===== src/rtl/aes_128_pkg.sv =====
// aes_128_pkg: shared constants and FSM state type for the inverse AES-128 controller
package aes_128_pkg;
  localparam int unsigned NUM_ROUNDS = 10;
  localparam int unsigned CNT_W = 4;
  typedef enum logic [2:0] {IDLE, KEY_EXP, INIT, ROUND, FINAL, DONE} state_e;
endpackage


===== src/rtl/aes_128_round_cnt.sv =====
// aes_128_round_cnt: loadable saturating up/down round counter with terminal flags
module aes_128_round_cnt import aes_128_pkg::*; #(
  parameter int unsigned MAX = NUM_ROUNDS
) (
  input  logic             clk_i,
  input  logic             rst_ni,
  input  logic             load,
  input  logic [CNT_W-1:0] load_val,
  input  logic             up,
  input  logic             down,
  output logic [CNT_W-1:0] cnt,
  output logic             at_max,
  output logic             at_one
);
  localparam logic [CNT_W-1:0] MAX_C = CNT_W'(MAX);
  assign at_max = cnt == MAX_C;
  assign at_one = cnt == CNT_W'(1);
  // count saturates at both ends so it can never leave 0..MAX
  always_ff @(posedge clk_i or negedge rst_ni)
    if (!rst_ni) cnt <= '0;
    else if (load) cnt <= load_val;
    else if (up && !at_max) cnt <= cnt + 1'b1;
    else if (down && cnt != '0) cnt <= cnt - 1'b1;
endmodule


===== src/rtl/aes_128_inv_controller.sv =====
// aes_128_inv_controller: sequences key expansion and inverse rounds for AES-128 decryption
module aes_128_inv_controller #(
  parameter int unsigned NUM_ROUNDS = aes_128_pkg::NUM_ROUNDS
) (
  input  logic                           clk_i,
  input  logic                           rst_ni,
  input  logic                           valid_in,
  input  logic                           key_new_i,
  input  logic                           out_ready_i,
  output logic                           ready_o,
  output logic                           state_load_o,
  output logic                           key_load_o,
  output logic                           key_exp_en_o,
  output logic                           add_key_en_o,
  output logic                           inv_round_en_o,
  output logic                           inv_mix_bypass_o,
  output logic                           key_dir_o,
  output logic [aes_128_pkg::CNT_W-1:0]  round_cnt_o,
  output logic                           valid_out
);
  import aes_128_pkg::*;
  localparam logic [CNT_W-1:0] LAST = CNT_W'(NUM_ROUNDS);
  localparam logic [CNT_W-1:0] ONE = CNT_W'(1);
  state_e state, next;
  logic key_cached, accept, need_exp, cnt_load, at_max, at_one;
  logic [CNT_W-1:0] cnt, cnt_val;
  assign ready_o = state == IDLE || (state == DONE && out_ready_i);
  assign accept = valid_in && ready_o;
  assign need_exp = key_new_i || !key_cached;
  assign cnt_load = accept || state == INIT;
  assign cnt_val = accept ? (need_exp ? ONE : LAST) : LAST - 1'b1;
  aes_128_round_cnt #(.MAX(NUM_ROUNDS)) u_cnt (
    .clk_i(clk_i), .rst_ni(rst_ni), .load(cnt_load), .load_val(cnt_val),
    .up(state == KEY_EXP), .down(state == ROUND),
    .cnt(cnt), .at_max(at_max), .at_one(at_one)
  );
  // state register
  always_ff @(posedge clk_i or negedge rst_ni)
    if (!rst_ni) state <= IDLE;
    else state <= next;
  // the expanded schedule stays valid until reset
  always_ff @(posedge clk_i or negedge rst_ni)
    if (!rst_ni) key_cached <= 1'b0;
    else if (state == KEY_EXP && at_max) key_cached <= 1'b1;
  // next-state logic; DONE can chain straight into a new block
  always_comb begin
    next = state;
    case (state)
      IDLE, DONE: next = accept ? (need_exp ? KEY_EXP : INIT) : (state == DONE && out_ready_i) ? IDLE : state;
      KEY_EXP:    next = at_max ? INIT : KEY_EXP;
      INIT:       next = ROUND;
      ROUND:      next = at_one ? FINAL : ROUND;
      FINAL:      next = DONE;
      default:    next = IDLE;
    endcase
  end
  // datapath strobes decoded from state
  always_comb begin
    state_load_o = accept;
    key_load_o = accept;
    key_exp_en_o = state == KEY_EXP;
    add_key_en_o = state == INIT;
    inv_round_en_o = state == ROUND || state == FINAL;
    inv_mix_bypass_o = state == FINAL;
    key_dir_o = state == INIT || state == ROUND;
    round_cnt_o = (state == IDLE || state == DONE) ? '0 : cnt;
    valid_out = state == DONE;
  end
endmodule


===== config.mk =====
export PLATFORM = sky130hd
export DESIGN_NAME = aes_128_inv_controller
export DESIGN_NICKNAME = d
export VERILOG_FILES = /design/src/rtl/aes_128_pkg.sv /design/src/rtl/aes_128_round_cnt.sv /design/src/rtl/aes_128_inv_controller.sv
export SDC_FILE = /design/constraint.sdc
export NUM_CORES = 1
export LEC_CHECK = 0
export CELL_PAD_IN_SITES_DETAIL_PLACEMENT = 1
export CELL_PAD_IN_SITES_GLOBAL_PLACEMENT = 1
export CORE_ASPECT_RATIO = 1.2
export CORE_UTILIZATION = 34
export DETAILED_ROUTE_END_ITERATION = 10
export GPL_TIMING_DRIVEN = 0
export PLACE_DENSITY = 0.8
export SLEW_MARGIN = 15
export SYNTH_ARGS = -nofsm -noshare
export SYNTH_HDL_FRONTEND = slang
export SYNTH_SLANG_ARGS = --single-unit

===== constraint.sdc =====
create_clock -name clk_i -period 1.85 [get_ports clk_i]
set_input_delay 0.37 -clock clk_i [delete_from_list [all_inputs] [get_ports clk_i]]
set_output_delay 0.37 -clock clk_i [all_outputs]
set_load 0.005 [all_outputs]

== Yosys cells after proc, flatten, opt, wreduce, memory -nomap -nowiden ==
Index checks and enable logic that the tools add are counted.
Cells by class
  reductions and logical operators: 17
  muxes and demuxes: 12
  add/sub/neg operators: 2
  equal/unequal tests: 8
Operator list (number)
  two-way mux 4 bit: 6
  case mux 3 bit (5 select lines): 1
  two-way mux 3 bit: 3
  equality test 3 x 2 -> 1 bit (second input constant): 2
  equality test 3 bit (second input constant): 2
  logical OR 1 bit: 6
  logical AND 1 bit: 5
  adder 4 x 1 -> 4 bit (second input constant): 1
  equality test 4 x 1 -> 1 bit (second input constant): 1
  equality test 4 bit (second input constant): 1
  two-way mux 2 bit: 2
  nonzero test 4 bit: 1
  subtractor 4 x 1 -> 4 bit (second input constant): 1
  equality test 3 x 1 -> 1 bit (second input constant): 1
  logical NOT 3 bit: 1
  != test 3 bit (second input constant): 1
  nonzero test 3 bit: 1
  logical NOT 1 bit: 2
  OR reduction 2 bit: 1
Storage, ports and cells
  output and inout port bits: 13
  register bits after elaboration: 8
  bits of input ports: 5
  word-level logic and storage cells: 42

== Logic depth before layout (Yosys ltp) ==
  depth after elaboration: 6
  mapped depth: 7
  gate-level depth less buffers: 7

== Cells and area by module ==
A second synthesis with hierarchy kept.
Unflattened totals
  cells, all modules: 97
  area, all modules: 795.8 um2
Modules (own cells, without submodules)
  aes_128_round_cnt: times used 1, area each 409.1 um2, sequential area each 100.1 um2, cells each 47
  aes_128_inv_controller: times used 1, area each 386.6 um2, sequential area each 100.1 um2, cells each 50

== Least setup slack after synthesis ==
Ideal clock, no wire load.
  path type: flip-flop to flip-flop
  start point: reg u_cnt.cnt[0]
  end point: reg u_cnt.cnt[3]
  library setup time: 0.126 ns
  setup slack: 0.217 ns
  arrival: 1.507 ns
  path buffers: 0
  stages on the path, launching flop included: 8
  data required time: 1.724 ns
  period minus slack after synthesis: 1.633 ns
  cells stage by stage: dfrtp_1 -> inv_1 -> ha_1 -> nand3b_1 -> and2_4 -> a211oi_2 -> a311oi_2 -> a311o_1
On the way
  longest elaborated chain between the ends: 5
  elaborated cells on any way between the ends: 11
  classes of those cells: 2 x add/sub; 1 x eq/ne; 3 x mux; 5 x reduce/logical
Ends and longest elaborated chain
  start: declaration: line aes_128_round_cnt.sv:11  | output logic [CNT_W-1:0] cnt,
  start signal: assignment: line aes_128_round_cnt.sv:21  | else if (load) cnt <= load_val;
  start signal: assignment: line aes_128_round_cnt.sv:22  | else if (up && !at_max) cnt <= cnt + 1'b1;
  start signal: assignment: line aes_128_round_cnt.sv:23  | else if (down && cnt != '0) cnt <= cnt - 1'b1;
  parallel branches: the longest is 5 deep, another holds subtractor 4 x 1 -> 4 bit
Parallel ways; which one is timed is not known. The select of a mux whose other input is x is not followed.
A chain may end at the register's enable or synchronous reset.

== Final worst setup path ==
  start point: reg state[0]
  end point: out state_load_o
On the way
  longest elaborated chain between the ends: 4
  elaborated cells on any way between the ends: 5
  classes of those cells: 1 x eq/ne; 4 x reduce/logical
Ends and longest elaborated chain
  start: declaration: line aes_128_inv_controller.sv:24  | state_e state, next;
  start signal: assignment: line aes_128_inv_controller.sv:40  | else state <= next;
  equality test 3 bit: line aes_128_inv_controller.sv:27  | assign ready_o = state == IDLE || (state == DONE && out_ready_i);
  logical AND 1 bit: line aes_128_inv_controller.sv:27
  logical OR 1 bit (*): line aes_128_inv_controller.sv:27
  logical AND 1 bit (*): line aes_128_inv_controller.sv:28  | assign accept = valid_in && ready_o;
  end: declaration: line aes_128_inv_controller.sv:11  | output logic state_load_o,
Every way passes the cells marked *; elsewhere a longest branch is shown, timed or not.

==> impl_metrics.toml <==
[clock_tree]
cts-hold-fix-buffers = 0
clkTransAtPathRegs_ns = 0.06
clock_path_buffers = 2
cts_sinks = 8
root_buffer = "clkbuf_4"
clk_latency_ns = 0.26
htreeDepth = 1
numCtsBuffers = 3
cts_tree = "yes"

[logic_synthesis]
ys_warn_count = 0
yosysTopAreaCell = "dfrtp_1"
synthesis.area_um2 = 678
synthAdderAreaFrac_pct = 9.23
synth_top_family_by_area = "simple AND/OR/NAND/NOR gates"
synth-seq-cells = 8
synthDistinctLibCells = 38
ys_seq_area_share_pct = 29.5
synth_fp_nets = 90
synth-main-ff-cell = "dfrtp_1"
yosysMostFrequentCell = "nor2_1"
yosys.area_share.simple_pct = 30.1
synth.area.top_cells = "dfrtp_1 30%, ha_1 9.2%, nor2_1 5.0%, nand3b_1 4.4%, nand2_1 3.9%"
synthTopCellsByCount = "9 x nor2_1, 8 x dfrtp_1, 7 x nand2_1"
synthMuxAreaShare_pct = 0
synth_edf_count = 0
syn-instance-count = 80
syn_area_per_cell_um2 = 8.48
synth-compound-area-share_pct = 21.6
yosys.area.top_type_share_pct = 29.5
synthXorXnorAreaFrac_pct = 2.58
async_flop_share_pct = 100

[power]
ir_drop_uv = 931
leakagePower_nw = 0.497
fin_total_pwr_w = 0.00194
p_per_area_mw_per_mm2 = 1900

[global_routing]
antenna_found_initial = 0
grt_max_degree = 11
grt_pass1_vias = 763
grt_overflow = 0
grt_pass1_wl_um = 3550
grt_use_total_pct = 21.5

[timing]
hold_ws_ns = 0.393
post-route-period-util_pct = 106
maxSlewViolCount = 0
finalClockSkew_ns = 0.00805
max_slew_margin_pct = 66.4
setup_viol = 2
finalCriticalPeriod_ns = 1.97
rsz0062_at_grt = "true"
timing.fmax_mhz = 508
final_hold_viol_count = 0
fin_ws_ns = -0.119
worst_pin_slew_ns = 0.502

[floorplanning]
start_util_pct = 36.6
fp.dieW_um = 42.8
rows = 17
dieHeight_um = 50.9
ioPinCount = 18
core_area_mm2 = 0.00185
die-area_mm2 = 0.00218

[setup_path]
critPathKind = "reg2out"
cp.required_ns = 1.48
r2r-start = "state[2]"
cp_data_arrival_time_ns = 1.60
timing.rr.end = "u_cnt.cnt[3]"
r2r_slack_ns = 0
critPathMaxFanout = 3
reg2reg_depth = 7
start_kind = "flip-flop"
end_kind = "output port"

[detailed_routing]
routed_wl_um = 2090
firstDrtPassIters = 4
ant_nets = 0
viasPerCell = 5.51
via_count = 733
avgRoutedWirePerCell_um = 15.7
drc = 0
drt_iter0_drc = 10

[cells_and_area]
n_fill_cell = 232
seq_area_um2 = 201
fin_nets = 126
diodes = 0
drive_gt1_share_pct = 38.6
final_util_pct = 55.4
syn_to_final_growth_pct = 51.3
multi_input_area_um2 = 473

[place]
place.gp.congestion = 0.779
port-buffer-count = 17
dp_hpwl_um = 1410

[run]
cap_violations = 0

[status]
status = "finished with violations"
violations = "setup timing"

[worst_hold_path]
hp-class = "in2async"
[logic make-up (layout without fill, tap and decap cells)]
logic type               after synthesis  in the layout
AO/OA/AOI/OAI                         19             19
XOR/XNOR                               2              2
adder cells (fa/ha/maj)                5              5
buffers and inverters                  9             43
flip-flops                             8              8
AND/OR/NAND/NOR                       37             37
[critical path: stages (launching register included)]
cell	delay, ns
dfrtp_1	0.38
buf_6	0.12
or2_4	0.25
a21oi_2	0.17
and2_4	0.17
buf_6	0.09
buf_6	0.08
buf_6	0.08
[worst max-delay path by stage]
stage | startpoint | end | cells after the start
after floorplan | u_cnt.cnt[0] | u_cnt.cnt[3] | 7
after detailed placement | out_ready_i | state_load_o | 6
after global placement | out_ready_i | state_load_o | 6
after CTS | state[0] | state_load_o | 7
after global routing | state[0] | state_load_o | 7
final | state[0] | state_load_o | 7
[power by group]
group          switching, W  internal, W  total [W]
Clock             0.0000658    0.0000747   0.000140
Sequential         0.000100     0.000258   0.000358
Combinational      0.000702     0.000744    0.00145
Total              0.000868      0.00108    0.00194
[per-stage QoR]
stage	setup TNS (ns)	cell area, um^2	std cells	setup WS (ns)
2_1_floorplan	0	678	80	0.217
3_3_place_gp	-1.49	872	116	-0.436
3_5_place_dp	-1.68	872	116	-0.483
4_1_cts	-0.108	992	127	-0.108
5_1_grt	-0.442	1030	133	-0.177
6_report	-0.139	1030	133	-0.119
[sequential cells by signal, indices dropped and copies added, names as in the netlist]
signal and flops:
u_cnt.cnt 4, key_cached 1, state 3
[cells in the final DEF (no fill, tap or decap), types with 2 or more instances in the layout]
master	synthesis	routed
xnor2_1	2	2
buf_4	1	11
nand2b_1	2	2
a21oi_4	0	2
clkdlybuf4s50_1	0	4
nand3b_1	4	4
dlygate4sd2_1	0	4
nand4_1	2	2
buf_2	1	3
and2_4	1	2
clkbuf_4	0	3
buf_6	1	6
ha_1	5	5
a22oi_1	2	2
dfrtp_1	8	7
inv_1	5	4
nor2_1	9	9
nand2_1	7	6
nand3_1	3	2
a21oi_1	3	2
clkbuf_2	0	5
[layout make-up]
cell class / instances / share of cell area [%]
well taps: 19 / 2.32
multi-input cells: 63 / 46.1
inverters: 6 / 2.68
clock buffers: 3 / 2.20
repair buffers: 31 / 23.8
plain buffers: 3 / 3.29
flip-flops and latches: 8 / 19.6
[routing by layer]
layer | up-vias | track usage, % | share of wire [%]
met3 | 5 | 2.12 | 2.4
met5 | - | 0 | 0
met4 | 0 | 9.38 | 1.7
met1 | 363 | 24.0 | 41
met2 | 14 | 40.2 | 55
li1 | 351 | - | -
[timing repair]
item                                    CTS  global route
pin swaps                                 6             2
resized for setup                        41             9
cloned                                    0             1
endpoints found under the setup margin   14            11
buffers inserted                          8             5
(Power assumes the default switching activity.)
